### src/rtl/jtppi_fifo.sv
// jtppi_fifo: parametrised parallel I/O ports with per-bit direction and strobed input FIFOs
module jtppi_fifo #(
   parameter int DW     = 8,
   parameter int NPORTS = 2,
   parameter int FDEPTH = 4,
   parameter int AW     = $clog2(NPORTS) + 2
)(
   input  logic                 clk,
   input  logic                 rst,
   input  logic [AW-1:0]        addr,
   input  logic [DW-1:0]        din,
   output logic [DW-1:0]        dout,
   input  logic                 rdn,
   input  logic                 wrn,
   input  logic                 csn,
   input  logic [NPORTS*DW-1:0] port_din,
   output logic [NPORTS*DW-1:0] port_dout,
   output logic [NPORTS*DW-1:0] port_oe,
   input  logic [NPORTS-1:0]    stb,
   output logic [NPORTS-1:0]    ibf,
   output logic                 intn
);
   localparam int FW = $clog2(FDEPTH);
   logic wr, rd, last_wr, last_rd, wcommit, rd_lead;
   logic [DW-1:0] din_r, rdata;
   logic [AW-1:0] addr_r, wport, rport;
   logic [NPORTS*DW-1:0] rd_all;
   logic [NPORTS-1:0] intr;
   assign wr      = !wrn && !csn;
   assign rd      = !rdn && !csn;
   assign wcommit = last_wr && !wr;
   assign rd_lead = rd && !last_rd;
   assign wport   = addr_r >> 2;
   assign rport   = addr >> 2;
   // address is captured with din so the commit cycle sees the bus as it was during the write
   always_ff @(posedge clk) begin
      din_r  <= din;
      addr_r <= addr;
      if (rst) begin
         last_wr <= 1'b0;
         last_rd <= 1'b0;
         dout    <= '1;
         intn    <= 1'b1;
      end else begin
         last_wr <= wr;
         last_rd <= rd;
         intn    <= ~|intr;
         if (rd_lead) dout <= rdata;
      end
   end
   always_comb begin
      rdata = '0;
      for (int i = 0; i < NPORTS; i++)
         if (rport == AW'(i)) rdata = rd_all[i*DW +: DW];
   end
   for (genvar p = 0; p < NPORTS; p++) begin : g_port
      logic [DW-1:0] lat, dir, pin, head, status;
      logic [DW-1:0] mem [FDEPTH];
      logic [FW-1:0] wp, rp;
      logic [FW:0] cnt;
      logic [3:0] cnt4;
      logic [1:0] ctrl;
      logic ovr, last_stb, empty, full, wsel, flush, ovr_clr, push_req, do_pop, do_push;
      assign pin      = port_din[p*DW +: DW];
      assign wsel     = wcommit && wport == AW'(p);
      assign flush    = wsel && addr_r[1:0] == 2'd2 && (din_r[2] || !din_r[0]);
      assign ovr_clr  = wsel && addr_r[1:0] == 2'd3 && din_r[2];
      assign empty    = cnt == '0;
      assign full     = cnt[FW];
      assign push_req = ctrl[0] && stb[p] && !last_stb;
      assign do_pop   = rd_lead && rport == AW'(p) && addr[1:0] == 2'd0 && ctrl[0] && !empty;
      // a pop on the same edge frees the slot, so a full FIFO still accepts the push
      assign do_push  = push_req && (!full || do_pop) && !flush;
      assign head     = empty ? '0 : mem[rp];
      assign cnt4     = 32'(cnt) > 15 ? 4'hf : 4'(cnt);
      assign status   = DW'({cnt4, intr[p], ovr, full, empty});
      assign intr[p]  = ctrl[1] && (!empty || ovr);
      assign ibf[p]   = !empty;
      assign port_dout[p*DW +: DW] = lat;
      assign port_oe[p*DW +: DW]   = ~dir;
      assign rd_all[p*DW +: DW] = addr[1:0] == 2'd0 ? (ctrl[0] ? head : (dir & pin) | (~dir & lat))
                                : addr[1:0] == 2'd1 ? dir
                                : addr[1:0] == 2'd2 ? DW'(ctrl) : status;
      always_ff @(posedge clk) if (do_push) mem[wp] <= pin;
      always_ff @(posedge clk) begin
         if (rst) begin
            lat      <= '0;
            dir      <= '1;
            ctrl     <= '0;
            wp       <= '0;
            rp       <= '0;
            cnt      <= '0;
            ovr      <= 1'b0;
            last_stb <= 1'b0;
         end else begin
            last_stb <= stb[p];
            if (wsel && addr_r[1:0] == 2'd0) lat  <= din_r;
            if (wsel && addr_r[1:0] == 2'd1) dir  <= din_r;
            if (wsel && addr_r[1:0] == 2'd2) ctrl <= din_r[1:0];
            if (flush) begin
               wp  <= '0;
               rp  <= '0;
               cnt <= '0;
               ovr <= 1'b0;
            end else begin
               wp  <= wp + FW'(do_push);
               rp  <= rp + FW'(do_pop);
               cnt <= cnt + (FW+1)'(do_push) - (FW+1)'(do_pop);
               ovr <= (push_req && full && !do_pop) || (ovr && !ovr_clr);
            end
         end
      end
   end
endmodule

### config.mk
export PLATFORM = sky130hd
export DESIGN_NAME = jtppi_fifo
export DESIGN_NICKNAME = d
export VERILOG_FILES = /design/src/rtl/jtppi_fifo.sv
export SDC_FILE = /design/constraint.sdc
export NUM_CORES = 1
export LEC_CHECK = 0
export BUFFER_PORTS_ARGS = -buffer_cell sky130_fd_sc_hd__buf_2
export CAP_MARGIN = 20
export CORE_MARGIN = 5
export CORE_UTILIZATION = 60
export CTS_BUF_LIST = sky130_fd_sc_hd__clkbuf_4 sky130_fd_sc_hd__clkbuf_8
export CTS_CLUSTER_DIAMETER = 50
export DETAILED_ROUTE_END_ITERATION = 6
export GPL_TIMING_DRIVEN = 0
export HOLD_SLACK_MARGIN = 0.15
export PLACE_DENSITY = 0.82
export SLEW_MARGIN = 0
export SYNTH_ARGS = -nofsm -noshare
export SYNTH_HDL_FRONTEND = slang
export SYNTH_SLANG_ARGS = --single-unit
### constraint.sdc
create_clock -name clk -period 4.5 [get_ports clk]
set_clock_uncertainty 0.1 [all_clocks]
set_input_delay 0.675 -clock clk [delete_from_list [all_inputs] [get_ports clk]]
set_output_delay 0.675 -clock clk [all_outputs]
set_load 0.02 [all_outputs]
# Word level (Yosys, flattened, before mapping)
# Memories as Yosys holds them, arrays and structs flattened. A register that Yosys moved wholly into a read port is not among the register bits.
# Index checks and enable logic that the tools add are counted.
[word_totals] out_inout_bits=43 register_bits=76 mem_count=2 word_cells=140 ramBits=64 inputBits=34
[memory_table] name="g_port[0].mem" words=4 word_bits=8 read_ports=1 rd_ports_with_merged_regs=1 wr=1 line_no="58" rtl="logic [DW-1:0] mem [FDEPTH];"
[memory_table] name="g_port[1].mem" words=4 word_bits=8 read_ports=1 rd_ports_with_merged_regs=1 wr=1 line_no="58"
[op_classes] mux=18 n_addsub=8 n_eq_ne=5 reduce_logical=77 bitwise=8
[op_table] op="$mux W8" count=10
[op_table] op="$logic_and A1 B1 Y1" count=42
[op_table] op="$and A8 B8 Y8" count=4
[op_table] op="$logic_not A1 Y1" count=19
[op_table] op="$not A8 Y8" count=2
[op_table] op="$or A8 B8 Y8" count=2
[op_table] op="$mux W7" count=2
[op_table] op="$logic_not A3 Y1" count=4
[op_table] op="$add A2 B1 Y2" count=4
[op_table] op="$logic_or A1 B1 Y1" count=7
[op_table] op="$add A3 B1 Y3" count=2
[op_table] op="$eq A2 B2 Y1 const B" count=3
[op_table] op="$reduce_or A2 Y1" count=3
[op_table] op="$sub A3 B1 Y3" count=2
[op_table] op="$eq A2 B1 Y1 const B" count=2
[op_table] op="$logic_not A2 Y1" count=2
[op_table] op="$mux W1" count=4
[op_table] op="$mux W2" count=2

# Longest topological paths before layout
# Gate-level depths: netlist of run 1.
[depth] word_depth=12 mapped_depth=12 ltp_nobuf=11

# Worst setup path before layout of run 1
# OpenSTA, ideal clock, no wires.
[synth_timing] path_kind="in2reg" from="input addr[1]" to="register g_port[0].cnt[2]" t_required_ns=4.285 t_arrival_ns=2.902 n_path_buf=0 setup_time_ns=0.115 path_stages=11 path_slack_ns=1.383 path_cell_list="nor2_1 > nand3_1 > a2111o_1 > ha_1 > inv_1 > ha_1 > inv_1 > fa_1 > xor2_1 > xnor2_1 > nor2_1"
[synth_between] elab_chain_len=9
[synth_lines] item="start, declared" line_no="10" rtl="input logic [AW-1:0] addr,"
[synth_lines] item="$logic_not A2 Y1 *" line_no="71" rtl="assign do_pop = rd_lead && rport == AW'(p) && addr[1:0] == 2'd0 && ctrl[0] && !empty;"
[synth_lines] item="$logic_and A1 B1 Y1 * (3 in a row)" line_no="71"
[synth_lines] item="$logic_or A1 B1 Y1" line_no="73" rtl="assign do_push = push_req && (!full || do_pop) && !flush;"
[synth_lines] item="$logic_and A1 B1 Y1 (2 in a row)" line_no="73"
[synth_lines] item="$add A3 B1 Y3" line_no="108" rtl="cnt <= cnt + (FW+1)'(do_push) - (FW+1)'(do_pop);"
[synth_lines] item="$sub A3 B1 Y3 *" line_no="108"
[synth_lines] item="end signal, assigned" line_no="108"
[synth_lines] item="end, declared" line_no="60" rtl="logic [FW:0] cnt;"
# Every way passes the cells marked *; elsewhere a longest branch is shown, timed or not.
# A chain may end at the register's enable or synchronous reset.

# Worst setup path in the final report of run 1
# Same ends and word-level chain as after synthesis.

==> impl_metrics.yaml, run 1 <==
logic_synthesis:
  synth-edff-count: 64
  ys_types: 60
  synthesis.area_um2: 5903
  ys.warnings.count: 0
  netlist_instances: 470
  yosysSeqAreaShare_pct: 58.33
  synthFlopType: "dfxtp_1"
  synth_nets: 514
  ys_ff_latch: 140
  synth_area_per_cell_um2: 12.56
  synth-async-reset-ratio_pct: 0
floorplan:
  core_area_um2: 9684
  die_width_um: 109.2
  floorplan.initialDensity_pct: 60.96
  io_pins: 77
  die-area_um2: 11920
  die_h_um: 109.2
  rows: 36
grt:
  grt-ovfl-total: 0
  grtUsageTotal_pct: 26.72
  antenna_found_initial: 0
  grt_pass1_vias: 4407
  grt_start_max_net_pins: 17
  grt_pass1_wl_um: 23170
sta:
  hold_viol_final: 0
  timing.final.crit_share_pct: 73.36
  worst_pin_slew_ns: 0.8129
  fin_tns_setup_ns: 0
  rsz0062_at_grt: "no"
  clock.fmax_mhz: 302.9
  finalMaxSlewViolations: 0
  relSlewSlack_pct: 45.40
  period_minus_slack_ns: 3.301
  setup_viol: 0
detailed_routing:
  routedWlPerCell_um: 20.89
  num_vias: 4392
  routed_wl_um: 14960
  antenna_left: 0
  drtPass1Iterations: 6
  drtIter0Drc: 477
  viasPerCell: 6.134
  drc: 0
clocking:
  clk_pin_slew_ns: 0.08
  root_buffer: "clkbuf_8"
  cts_buffers: 17
  clock_latency_ns: 0.43
  ctsResizeCount: 0
  clock_path_buffers: 2
  post_cts_buffers: 0
  cts_tree: "yes"
  cts_max_level: 4
  cts_hold_buffers: 0
  cts.sinks: 140
finish:
  insertedDiodeCount: 0
  fin_nets: 614
  layout-drive-gt1-share_pct: 26.24
  stdcell_count: 716
  areaGrowthSynthToFinish_pct: 16.68
placed_design:
  place_hpwl_um: 10640
  place_inst: 684
  routabilityCongestion: 0.9096
  numPortBuffers: 75
min_path:
  holdCritStartpoint: "din[3]"
  min_to: "din_r[3]"
  hp-class: "in -> reg"
  min_delay_path_depth: 1
setup_path:
  worst-path-stages: 12
  crit_type: "in -> reg"
  slowest_stage: "nor2_1"
  rr_startpoint: "g_port[0].cnt[1]"
  cp.buffers_inverters: 3
  rrSetupSlack_ns: 1.32
  cp_cell_sequence: "buf_2 > nor2_1 > nand3_1 > a2111o_1 > ha_1 > inv_1 > ha_1 > inv_1 > fa_1 > xor2_1 > xnor2_1 > nor2_1"
  r2r-end: "g_port[0].cnt[2]"
  endpoint_kind: "flop"
  cp-start-kind: "input port"
  critPathMaxStageDelay_ns: 0.61
  crit_fanout: 10
  worst-r2r-cell-count: 11
  arrival_ns: 3.53
  required_ns: 4.73
  path_delay_family: "simple AND/OR/NAND/NOR gates"
power:
  power_density_nw_per_um2: 365.5
  total_leakage_power_nw: 2.878
  ir_drop_mv: 0.2589
  finalPower_mw: 2.518
flow_run:
  cap_violations: 0
status:
  outcome: "complete, no violations"
[per-layer routing]
metal  up-vias  track usage (%)  share of wire, %
li1       1948                -                 -
met2       282            40.61                46
met5         -                0                 0
met3        57            5.980               9.0
met1      2105            36.54                41
met4         0            12.91               3.9
[sequential cells by signal (all words and copies together) (netlist names), 4 cells and up]
signal,cells
g_port.dir,16
g_port.cnt,6
g_port.rp,4
g_port.ctrl,4
g_port.lat,16
din_r,8
dout,8
g_port.wp,4
g_port.mem,64
[cell usage in the layout, fill, tap and decap left out, types with 5 or more instances in the layout]
master | Yosys | routed
inv_1 | 24 | 24
nor3_1 | 7 | 7
nand3b_1 | 5 | 5
mux2i_1 | 38 | 38
xnor2_1 | 6 | 6
nand2_1 | 16 | 16
and2_1 | 8 | 8
nor2_1 | 53 | 53
buf_2 | 7 | 87
nand3_1 | 9 | 9
a21oi_1 | 18 | 18
mux2_2 | 5 | 5
edfxtp_1 | 64 | 64
ha_1 | 8 | 8
dfxtp_1 | 76 | 76
clkbuf_1 | 12 | 12
o21ai_1 | 5 | 5
a2bb2oi_1 | 5 | 5
a211o_1 | 16 | 16
o21ai_0 | 5 | 5
mux4_2 | 16 | 16
clkbuf_8 | 0 | 18
[logic make-up after synthesis]
group	synth area share [%]
AND/OR/NAND/NOR	12.34
buffers and inverters	3.455
AO/OA/AOI/OAI	8.817
flip-flops	58.33
adder cells (fa/ha/maj)	2.374
multiplexers	13.50
XOR/XNOR	1.187
[how the worst max path moves through the flow]
| stage | from | endpoint | slack, ns |
|---|---|---|---|
| after CTS | addr[0] | g_port[0].cnt[2] | 1.26 |
| final | addr[1] | g_port[0].cnt[2] | 1.20 |
| after floorplan | addr[1] | g_port[0].cnt[2] | 1.38 |
| after detailed placement | addr[0] | g_port[0].cnt[2] | 0.83 |
| after global routing | addr[0] | g_port[0].cnt[2] | 0.99 |
| after global placement | addr[1] | g_port[0].mem[1][5] | 0.68 |
[power by group]
part / internal [mW] / switching (mW) / leakage, nW
Combinational: 0.0468 / 0.0794 / 1.47
Clock: 0.572 / 0.460 / 0.211
Sequential: 1.34 / 0.0180 / 1.20
[cell type report]
type / count / area, um^2
Clock buffer: 20 / 262.8
Fill cell: 662 / 2796
Sequential cell: 140 / 3443
Clock inverter: 12 / 147.6
Tap cell: 133 / 166.4
Multi-Input combinational cell: 282 / 2256
Inverter: 25 / 93.84
Timing Repair Buffer: 81 / 407.9
Buffer: 23 / 110.1
[per-stage QoR]
stage	area (um^2)	setup WS, ns	utilization (%)	hold WS, ns
final	6888	1.199	71.12	0.2413
after global routing	6888	0.9931	71.12	0.2108
after CTS	6888	1.263	71.12	0.2226
after detailed placement	6477	0.8275	66.89	0.3936
after global placement	6445	0.6843	66.55	0.3872
after floorplan	5903	1.383	-	0.3566
[Yosys cell counts (all sizes together), types with 3 or more instances]
library cell | number | area, um^2
or3 | 5 | 36.28
clkbuf | 12 | 45.04
inv | 25 | 93.84
o21ai | 10 | 50.04
nor2 | 53 | 198.9
nand2 | 16 | 60.06
dfxtp | 76 | 1521
mux4 | 16 | 360.4
and2 | 8 | 50.05
nor2b | 3 | 18.77
nor4 | 3 | 40.04
mux2i | 38 | 380.4
or2 | 3 | 18.77
a21oi | 18 | 90.09
a211o | 16 | 140.1
mux2 | 5 | 56.30
o211ai | 3 | 22.52
nand2b | 3 | 18.77
or3b | 4 | 35.04
nor3b | 4 | 30.03
edfxtp | 64 | 1922
nand3b | 5 | 37.54
ha | 8 | 100.1
nand3 | 9 | 45.04
o221ai | 4 | 35.03
xnor2 | 6 | 52.55
a2bb2oi | 5 | 43.79
nor3 | 8 | 45.04
buf | 11 | 65.06
[worst register-to-register path, delay by kind of cell (launching register included)]
kind	cells	cell delay, ns
compound gates	2	0.96
fa+ha+maj	3	0.80
flops	1	0.55
buf+inv	2	0.10
simple gates	2	0.25
xor+xnor	2	0.31
Note: power is estimated with default switching activity, not from simulation.
==> inputs of run 2 (changes only) <==
Settings changed: ABC_AREA set to 1.
Clock period 4.5 ns to 3.4 ns, I/O delays scaled along.
==> run 2 against run 1 <==
Net effect: first-iteration DRC count grew 27%; critical path depth grew 1; design area grew 11%; via count grew 24%; register-to-register slack lost 0.58 ns; routed wire length grew 9.5%; clock power grew 45%; cell count grew 42%; sequential power grew 32%; global-route usage shrank 0.48 points; worst hold slack lost 0.069 ns; sequential cell count is the same; critical endpoint unchanged.
==> impl_metrics.yaml, run 2 <==
power:
  power_density_nw_per_um2: 455.1
  total_leakage_power_nw: 3.498
  finalPower_mw: 3.487
  ir_drop_mv: 0.3077
logic_synthesis:
  yosys.area.top_type: "edfxtp_1"
  synthTopCellsByCount: "207 x nand2_1, 102 x inv_1, 88 x nor2_1"
  yosysMostFrequentCell: "nand2_1"
  ys_ff_latch: 140
  synthesis.area_um2: 6570
  ys_types: 44
  ys.warnings.count: 0
  synth_area_per_cell_um2: 8.611
  yosys-top-cells-area: "edfxtp_1 29%, dfxtp_1 23%, nand2_1 12%"
  synth_nets: 807
  yosysSeqAreaShare_pct: 52.41
  synth-async-reset-ratio_pct: 0
  synth-edff-count: 64
  netlist_instances: 763
  synthFlopType: "dfxtp_1"
  synth_top_area_share_pct: 29.25
setup_path:
  cp-start-kind: "input port"
  crit_type: "in -> reg"
  slowest_stage: "dlygate4sd3_1"
  crit_fanout: 10
  path_delay_family: "buffers and inverters"
  arrival_ns: 3.10
  worst-r2r-cell-count: 13
  cp_cell_sequence: "dlygate4sd3_1 > buf_2 > o21a_1 > buf_6 > nand4_2 > nand3_4 > ha_1 > inv_1 > ha_1 > inv_1 > fa_1 > or2_2 > a21oi_1"
  critPathMaxStageDelay_ns: 0.54
  required_ns: 3.67
  endpoint_kind: "flop"
  worst-path-stages: 13
  cp.buffers_inverters: 5
finish:
  layout_commonest_cell: "nand2_1"
  stdcell_count: 1020
  post-route-util_pct: 70.99
  filler_cell_count: 783
  layout-drive-gt1-share_pct: 22.50
  final_cell_mix: "207 x nand2_1, 102 x inv_1, 88 x nor2_1, 86 x buf_2, 76 x dfxtp_1"
  areaGrowthSynthToFinish_pct: 16.63
  max_flop_register: "g_port.mem"
  insertedDiodeCount: 0
  fin_nets: 911
  top_regs: "g_port.mem (64), g_port.dir (16), g_port.lat (16)"
  fin_area_um2: 7662
  largest_reg_flops: 64
sta:
  holdWs_ns: 0.1720
  relSlewSlack_pct: 43.58
  finalMaxSlewViolations: 0
  period_minus_slack_ns: 2.829
  final.setup.worst_slack_ns: 0.5711
  hold_viol_final: 0
  setup_viol: 0
  timing.final.crit_share_pct: 83.20
  rsz0062_at_grt: "no"
  clock.fmax_mhz: 353.5
  worst_pin_slew_ns: 0.8431
  fin_tns_setup_ns: 0
detailed_routing:
  num_vias: 5438
  viasPerCell: 5.331
  routed_wl_um: 16380
  antenna_left: 0
  drc: 0
  drtIter0Drc: 604
  drtPass1Iterations: 7
  routedWlPerCell_um: 16.06
grt:
  grtUsageTotal_pct: 26.24
  grt-ovfl-total: 0
  grt_pass1_vias: 5274
  grt_start_max_net_pins: 17
  antenna_found_initial: 0
  grt_pass1_wl_um: 26590
clocking:
  root_buffer: "clkbuf_8"
  ctsResizeCount: 0
  cts_buffers: 17
  clock_latency_ns: 0.45
  clk_pin_slew_ns: 0.08
  post_cts_buffers: 0
  cts_max_level: 4
  clock_path_buffers: 2
  cts.sinks: 140
  cts_tree: "yes"
placed_design:
  place_inst: 979
  place_hpwl_um: 12170
  numPortBuffers: 76
  routabilityCongestion: 0.9658
  dp_slack_ns: 0.5214
  dpl_cell_area_um2: 7126
floorplan:
  die_h_um: 114.6
  io_pins: 77
  rows: 38
  core_area_um2: 10790
  die-area_um2: 13140
  die_width_um: 114.6
  floorplan.initialDensity_pct: 60.87
status:
  outcome: "complete, no violations"
flow_run:
  cap_violations: 0
min_path:
  hp-class: "in -> reg"
  min_delay_path_depth: 2
[run 2: cell count changes in the layout (fill, tap and decap cells not counted), sizes merged, moves of 30 or more]
cell / previous run / this run
nand3: 9 / 44
mux2i: 38 / 0
inv: 25 / 119
nor2: 53 / 99
o21ai: 10 / 40
nand2: 16 / 219
[run 2: layout make-up]
| cell class | instances | area, um^2 | share of cell area (%) |
|---|---|---|---|
| flip-flops and latches | 140 | 3443 | 44.94 |
| multi-input cells | 484 | 2545 | 33.21 |
| repair buffers | 85 | 470.5 | 6.140 |
| inverters | 120 | 460.4 | 6.009 |
| clock buffers | 17 | 234.0 | 3.054 |
| clock inverters | 15 | 212.7 | 2.776 |
| well taps | 140 | 175.2 | 2.286 |
| plain buffers | 19 | 121.4 | 1.584 |
[run 2: worst paths after layout]
path,start,to,slack (ns)
worst max-delay path,wrn,g_port[0].cnt[2],0.57
worst min-delay path,rdn,last_rd,0.17
worst max register to register,g_port[1].ctrl[0],g_port[1].cnt[2],0.74
worst min register to register,g_port[0].ovr,g_port[0].ovr,0.39
[run 2: repair_timing]
action | 4_1_cts | 5_1_grt
endpoints found under the setup margin | 0 | 0
hold buffers | 9 | 0
hold endpoints to repair | 9 | 0
[run 2: per-layer routing]
| layer | global-route usage [%] | share of wire (%) |
|---|---|---|
| met3 | 5.180 | 8.2 |
| met2 | 43.03 | 48 |
| met4 | 10.85 | 3.4 |
| met1 | 34.04 | 41 |
| met5 | 0 | 0 |
[run 2: power breakdown]
group | internal (mW) | total [mW] | leakage [nW] | switching (mW)
Sequential | 1.78 | 1.80 | 1.20 | 0.0212
Clock | 0.812 | 1.49 | 0.215 | 0.676
Combinational | 0.0684 | 0.200 | 2.09 | 0.132
Total | 2.66 | 3.49 | 3.50 | 0.829
[run 2: logic make-up (layout without fill, tap and decap cells)]
group | after synthesis | after routing | share of synthesized area (%)
flops | 140 | 140 | 52.41
compound gates | 94 | 94 | 9.655
fa+ha+maj | 10 | 10 | 2.133
simple gates | 374 | 374 | 26.15
xor+xnor | 6 | 6 | 0.7998
buf+inv | 139 | 256 | 8.855
[run 2: worst reg2reg max path: stages (launching register included)]
cell     delay, ns
dfxtp_1       0.32
buf_2         0.20
inv_1         0.13
nor2_4        0.24
nand2_2       0.11
nand2_2       0.09
nand3_4       0.12
ha_1          0.31
inv_1         0.06
ha_1          0.13
inv_1         0.05
fa_1          0.37
or2_0         0.23
a21oi_1       0.12
==> inputs of run 3 (changes only) <==
Clock period 3.4 ns to 2.81 ns, I/O delays scaled along.
==> run 3 against run 2 <==
Net effect: combinational power increased by 38%; setup slack got worse by 0.46 ns; global-route usage increased by 0.93 points; sequential share of layout area decreased by 1.7 points; non-clock buffer count increased by 29; cell count increased by 2.8%; critical path depth unchanged; worst hold slack improved by 0.060 ns; sequential power increased by 21%; via count increased by 2.2%; sequential cell count unchanged.
==> impl_metrics.yaml, run 3 (synthesis gave the netlist of run 2 again) <==
grt:
  antenna_found_initial: 0
  grt_start_max_net_pins: 17
  grtUsageTotal_pct: 27.17
  grt_pass1_wl_um: 27630
  grt_pass1_vias: 5504
  grt-ovfl-total: 0
setup_path:
  cp-start-kind: "input port"
  path_delay_family: "buffers and inverters"
  cp_cell_sequence: "dlygate4sd3_1 > buf_4 > nor2_4 > buf_6 > buf_4 > and3_1 > ha_4 > inv_1 > ha_1 > inv_1 > fa_1 > or2_2 > a21oi_1"
  crit_fanout: 5
  slowest_stage: "dlygate4sd3_1"
  cp.buffers_inverters: 6
  endpoint_kind: "flop"
  crit_type: "in -> reg"
  arrival_ns: 2.97
  required_ns: 3.08
  critPathMaxStageDelay_ns: 0.54
sta:
  worst_pin_slew_ns: 0.8436
  holdWs_ns: 0.2315
  clock.fmax_mhz: 370.9
  timing.final.crit_share_pct: 95.95
  period_minus_slack_ns: 2.696
  setup_viol: 0
  finalMaxSlewViolations: 0
  relSlewSlack_pct: 43.55
  hold_viol_final: 0
detailed_routing:
  antenna_left: 0
  drtIter0Drc: 590
  viasPerCell: 5.300
  routedWlPerCell_um: 16.23
  drtPass1Iterations: 6
  num_vias: 5560
  routed_wl_um: 17020
  drc: 0
flow_run:
  cap_violations: 0
power:
  total_leakage_power_nw: 3.634
  power_density_nw_per_um2: 535.8
  seq_power_share_pct: 51.0
  internal-power_mw: 3.242
  p_comb_share_pct: 6.4
  p_sw_mw: 1.028
  pwr-share-clk_pct: 42.6
  swShare_pct: 24.07
  ir_drop_mv: 0.3750
clocking:
  cts_tree: "yes"
  cts.sinks: 140
  root_buffer: "clkbuf_8"
  cts_max_level: 4
  cts_buffers: 17
  clk_pin_slew_ns: 0.08
  clock_path_buffers: 2
  clock_latency_ns: 0.44
finish:
  layout_commonest_cell: "nand2_1"
  multi_input_area_um2: 2566
  max_flop_register: "g_port.mem"
  post-route-util_pct: 73.82
  stdcell_count: 1049
  regArea_um2: 3443
  final_cell_mix: "207 x nand2_1, 102 x inv_1, 88 x nor2_1, 85 x buf_2, 76 x dfxtp_1"
  filler_cell_count: 734
  insertedDiodeCount: 0
  areaGrowthSynthToFinish_pct: 21.27
  layout-drive-gt1-share_pct: 22.44
  fin_nets: 940
  top_regs: "g_port.mem (64), g_port.dir (16), g_port.lat (16)"
  largest_reg_flops: 64
floorplan:
  rows: 38
  core_area_um2: 10790
  io_pins: 77
  die_h_um: 114.6
  die-area_um2: 13140
  die_width_um: 114.6
  floorplan.initialDensity_pct: 60.87
status:
  outcome: "complete, no violations"
placed_design:
  numPortBuffers: 76
  place_inst: 979
  place_hpwl_um: 12170
  routabilityCongestion: 0.9658
min_path:
  hp-class: "in -> reg"
-- run 3: path summary, 6_finish.rpt --
check,startpoint,end,slack [ns],depth (start not counted)
worst max-delay path,addr[0],g_port[0].cnt[2],0.11,13
worst min-delay path,rst,dout[0],0.23,5
worst max register to register,g_port[0].cnt[2],g_port[0].cnt[2],0.20,12
worst min register to register,g_port[0].ovr,g_port[0].ovr,0.39,2
-- run 3: cell type report --
cell class | count | area share (%)
flip-flops and latches | 140 | 43.22
repair buffers | 114 | 9.422
clock inverters | 15 | 2.670
inverters | 120 | 5.779
clock buffers | 17 | 2.937
multi-input cells | 484 | 32.21
well taps | 140 | 2.198
plain buffers | 19 | 1.570
-- run 3: what timing repair did --
| action | in CTS | in global routing |
|---|---|---|
| setup buffers | 0 | 5 |
| hold buffers | 33 | 0 |
| hold endpoints to repair | 77 | 0 |
| setup endpoints to repair | 0 | 2 |
| gates resized for setup | 0 | 5 |
-- run 3: worst min-delay path, cell delays in order --
cell and delay [ns]:
buf_2 0.13, a21oi_1 0.05, nand2_1 0.06, a21oi_1 0.04, nand2_1 0.05
-- run 3: power by group through the flow --
stage                     clock network (mW)  logic [mW]  registers [mW]
final                                   1.82       0.275            2.18
after detailed placement                   0       0.228            2.22
after CTS                               1.82       0.265            2.18
after global placement                     0       0.223            2.22
after global routing                    1.91       0.302            2.18
after floorplan                            0       0.123            2.23
-- run 3: metal layers --
layer / up-vias / share of wire (%) / GRT usage [%]
met5: - / 0 / 0
met3: 51 / 7.5 / 5.074
met1: 2559 / 41 / 35.12
met2: 245 / 49 / 44.78
li1: 2705 / - / -
met4: 0 / 3.2 / 11.48
-- run 3: stage by stage --
stage	setup WS [ns]	power, mW	area [um^2]	setup TNS, ns
CTS	0.03867	4.256	7903	0
floorplan	0.3444	2.351	6570	0
finish	0.1139	4.269	7968	0
detailed placement	0.01986	2.451	7126	0
global placement	0.07070	2.445	7126	0
global route	-0.01318	4.388	7968	-0.01318
